<file path="config.mk">
export PLATFORM = sky130hd
export DESIGN_NAME = ifetch
export DESIGN_NICKNAME = d
export VERILOG_FILES = /design/src/rtl/ifetch.sv
export SDC_FILE = /design/constraint.sdc
export NUM_CORES = 1
export LEC_CHECK = 0
export ABC_AREA = 1
export ABC_CLOCK_PERIOD_IN_PS = 1200
export CORE_MARGIN = 3
export CORE_UTILIZATION = 37
export DETAILED_ROUTE_END_ITERATION = 16
export PLACE_DENSITY_LB_ADDON = 0.08
export SKIP_LAST_GASP = 1
export SYNTH_ARGS = -nofsm -noshare
export SYNTH_HDL_FRONTEND = slang
export SYNTH_SLANG_ARGS = --single-unit
</file>
<file path="constraint.sdc">
create_clock -name clk -period 1.2 [get_ports clk]
set_input_delay 0.12 -clock clk [delete_from_list [all_inputs] [get_ports clk]]
set_output_delay 0.12 -clock clk [all_outputs]
set_load 0.02 [all_outputs]
</file>
<file path="src/rtl/ifetch.sv">
// Instruction-fetch stage: loads IF/ID register, issues control-transfer shadow bubbles, freezes on halt.
// Optional IFETCH_PERF_EN adds fetch_cnt/bubble_cnt performance counters.
module ifetch #(
    parameter int unsigned SHADOW  = 3,
    parameter logic [31:0] NOP_INS = 32'h0000_0000,
    parameter logic [5:0]  HALT_OP = 6'd63
) (
    input  logic        clk,
    input  logic        rstd,
    input  logic [31:0] pc_in,
    output logic [31:0] imem_addr,
    input  logic [31:0] imem_rdata,
    output logic [31:0] ins_d,
    output logic [5:0]  op_d,
    output logic [31:0] pc_d,
    output logic        valid_d,
`ifdef IFETCH_PERF_EN
    output logic [31:0] fetch_cnt,
    output logic [31:0] bubble_cnt,
`endif
    output logic        halted
);

    localparam int unsigned SH = (SHADOW == 0) ? 1 : SHADOW;
    localparam int CW = $clog2(SH + 1);

    typedef enum logic [1:0] {
        RUN,
        SHAD,
        HALT
    } state_t;

    state_t        state, state_nx;
    logic [CW-1:0] cnt, cnt_nx;
    logic [31:0]   ins_nx;
    logic [31:0]   pc_nx;
    logic          vld_nx;
    logic          halt_nx;
    logic [5:0]    op_f;
    logic          is_ctrl;

    assign imem_addr = pc_in;
    assign op_f      = imem_rdata[31:26];
    assign op_d      = ins_d[31:26];

    always_comb begin
        is_ctrl = 1'b0;
        case (op_f)
            6'd32, 6'd33, 6'd34, 6'd35,
            6'd40, 6'd41, 6'd42: is_ctrl = 1'b1;
            default:             is_ctrl = 1'b0;
        endcase
    end

    // Anything other than a RUN fetch loads a bubble.
    always_comb begin
        state_nx = state;
        cnt_nx   = cnt;
        ins_nx   = NOP_INS;
        pc_nx    = '0;
        vld_nx   = 1'b0;
        halt_nx  = halted;
        unique case (state)
            RUN: begin
                ins_nx = imem_rdata;
                pc_nx  = pc_in + 32'd1;
                vld_nx = 1'b1;
                if (is_ctrl) begin
                    state_nx = SHAD;
                    cnt_nx   = CW'(SH);
                end else if (op_f == HALT_OP) begin
                    state_nx = HALT;
                    halt_nx  = 1'b1;
                end
            end
            SHAD: begin
                if (cnt <= CW'(1)) begin
                    cnt_nx   = '0;
                    state_nx = RUN;
                end else begin
                    cnt_nx = cnt - CW'(1);
                end
            end
            HALT: begin
                halt_nx = 1'b1;
            end
            default: begin
                state_nx = RUN;
                cnt_nx   = '0;
            end
        endcase
    end

    always_ff @(posedge clk or negedge rstd) begin
        if (!rstd) begin
            state   <= RUN;
            cnt     <= '0;
            ins_d   <= NOP_INS;
            pc_d    <= '0;
            valid_d <= 1'b0;
            halted  <= 1'b0;
        end else begin
            state   <= state_nx;
            cnt     <= cnt_nx;
            ins_d   <= ins_nx;
            pc_d    <= pc_nx;
            valid_d <= vld_nx;
            halted  <= halt_nx;
        end
    end

`ifdef IFETCH_PERF_EN
    always_ff @(posedge clk or negedge rstd) begin
        if (!rstd) begin
            fetch_cnt  <= '0;
            bubble_cnt <= '0;
        end else begin
            fetch_cnt  <= fetch_cnt + 32'(vld_nx);
            bubble_cnt <= bubble_cnt + 32'(!vld_nx);
        end
    end
`endif

endmodule

</file>
==> results.cfg <==
[layout]
syn2layout_area_growth_pct = 65.97
fin_cells = 755
fin_area_um2 = 5779
drive_above_1_share_pct = 21.33
n_antenna_cell = 0
final_nets = 709

[clock_tree]
root_buffer = clkbuf_8
cts_tree = done
clk_latency_ns = 0.34
clockBufferDepth = 2
clkTransAtPathRegs_ns = 0.08
cts_made_buffers = 9
clock-sinks = 70
htreeDepth = 3

[route]
drtIter0Drc = 116
wl_per_cell_um = 13.28
drt_pass1_iterations = 4
vias = 3277
route.detailed.drc = 0
via_per_inst = 4.340
ant_nets = 0
wirelength_um = 10030

[grt]
track_usage_pct = 19.25
overflow = 0
grt_pass1_vias = 3270
grt_pass1_wl_um = 15710
grt_max_degree = 31
antenna_found_initial = 0

[synth]
synth_nets = 511
synthArstFlopShare_pct = 100.0
syn-cell-area_um2 = 3482
syn_area_per_cell_um2 = 7.843
synthFlopType = dfrtp_1
yosysSeqAreaShare_pct = 50.31
synth_seq_cells = 70
synth_edf_count = 0
syn_inst = 444
ys_types = 22
ys_warn_count = 0

[sta]
finalCritPeriodShare_pct = 96.64
final.min_clock_period_ns = 1.160
slew_headroom_pct = 82.33
setup_viol = 0
final.setup.worst_slack_ns = 0.04026
skew_ns = 0.01147
finalSetupTns_ns = 0
max_freq_ghz = 0.8623
worstMarginPinSlew_ns = 0.2646
drv_slew = 0
hold_violations = 0
rsz0062_at_grt = yes

[placed_design]
gp_congestion = 0.8732
numPortBuffers = 169
dp_hpwl_um = 8003
post-place-ws_ns = -0.5191
dp_cells = 734
placed_cell_area_um2 = 5478

[worst_setup_path]
critPathLaunchType = register
crit_buf_inv = 1
crit_type = reg -> out
cp.arrival_ns = 1.04
critPathCaptureType = output port
cp_cell_sequence = dlygate4sd2_1
cpMaxStageDelayCell = dfrtp_1
path_delay_family = flip-flops
max_stage_delay_ns = 0.38
critical_path.max_fanout = 2
worstPathRequired_ns = 1.08

[outcome]
status = finished clean

[die]
die_y_um = 103.0
die_area_um2 = 10610
die_x_um = 103.0
row_count = 34
start_util_pct = 38.98
io_pins = 170
coreArea_um2 = 8934

[job]
max_cap_violations = 0

[pwr]
power_w = 0.007657
powerDensity_nw_per_um2 = 1325
ir_drop_v = 0.0006116
leakage_nw = 3.078

[min_path]
hold_class = in -> reg
## cells in the mapped netlist, types with 2 or more instances
master    number  area share, %
nor2_1       106             11
nand2_1       96             10
dfrtp_1       70             50
inv_1         60            6.5
buf_4         38            8.2
nand3_1       20            2.9
nand2_2        9            1.6
a21oi_1        7            1.0
nor2_2         7            1.3
o21ai_0        6           0.86
nor2_4         5            1.6
clkbuf_1       4           0.43
xnor2_1        3           0.75
xor2_1         3           0.75
nor3_1         2           0.29
or2_2          2           0.36
## metrics by stage
| step | hold WS, ns | utilization (%) |
|---|---|---|
| final | 0.09411 | 64.69 |
| after global routing | 0.1002 | 64.69 |
| after CTS | 0.1332 | 63.57 |
| after detailed placement | -0.03362 | 61.32 |
| after global placement | -0.03412 | 61.32 |
| after floorplan | -0.1756 | - |
## timing repair
action / CTS / global route
gates resized for setup: 151 / 51
endpoints found under the hold margin: 70 / 0
hold buffers: 1 / 0
buffers inserted: 4 / 0
setup endpoints to repair: 130 / 41
pin swaps: 11 / 9
## registers in the layout, summed over array words and instances (netlist names)
register,flops
cnt,2
halted,1
valid_d,1
ins_d,32
state,2
pc_d,32
## cell families after synthesis
kind of cell | Yosys count | share of synthesized area, %
buffers and inverters | 104 | 15.63
flip-flops | 70 | 50.31
adder cells (fa/ha/maj) | 1 | 0.3593
AO/OA/AOI/OAI | 14 | 2.048
XOR/XNOR | 6 | 1.509
AND/OR/NAND/NOR | 249 | 30.15
## area by class of cell
cell class	count	area (um^2)
Fill cell	844	3154
Timing Repair Buffer	231	2135
Sequential cell	70	1752
Multi-Input combinational cell	270	1301
Inverter	60	225.2
Clock buffer	10	137.6
Tap cell	108	135.1
Clock inverter	6	93.84
## per-layer routing
layer  track usage, %  part of all wire, %
met5                0                    0
met4            4.482                 0.76
met3            4.263                  7.3
met2            31.13                   45
met1            26.48                   46
## worst paths after layout
check	cells past startpoint	start	slack, ns	to
min in group asynchronous	2	rstd	0.14	ins_d[4]$_DFF_PN0_
min	3	pc_in[0]	0.09	pc_d[0]$_DFF_PN0_
max reg2reg	4	state[1]$_DFFE_PN0P_	0.12	ins_d[22]$_DFF_PN0_
min reg2reg	1	halted$_DFFE_PN0P_	0.47	halted$_DFFE_PN0P_
max in group asynchronous	3	rstd	0.60	pc_d[0]$_DFF_PN0_
max	1	ins_d[26]$_DFF_PN0_	0.04	ins_d[26]
## placed cells by master (no fill, tap or decap)
cell type,n
dlymetal6s2s_1,15
o21ai_0,6
ha_4,1
clkinvlp_4,1
inv_2,1
a31oi_1,1
nor3_1,2
clkinv_4,2
clkdlybuf4s15_1,14
and2_1,1
a21oi_1,7
inv_6,1
dlygate4sd2_1,93
dfrtp_1,70
xor2_1,3
xnor2_1,3
dlygate4sd3_1,1
nand3_1,20
clkbuf_2,3
buf_4,57
inv_1,59
nand2_2,15
or2_2,2
nand4_1,1
clkdlybuf4s50_1,36
nor2_2,18
clkbuf_8,10
nand2_1,89
nand2_4,1
bufinv_16,2
nor2_1,88
nor2_4,12
buf_12,5
clkdlybuf4s15_2,7
## power breakdown
| part | switching (W) | internal, W | total [W] |
|---|---|---|---|
| logic | 0.00149 | 0.00106 | 0.00255 |
| registers | 0.000146 | 0.00278 | 0.00293 |
| clock network | 0.000934 | 0.00124 | 0.00218 |
| total | 0.00257 | 0.00508 | 0.00766 |
(Power assumes the default switching activity.)
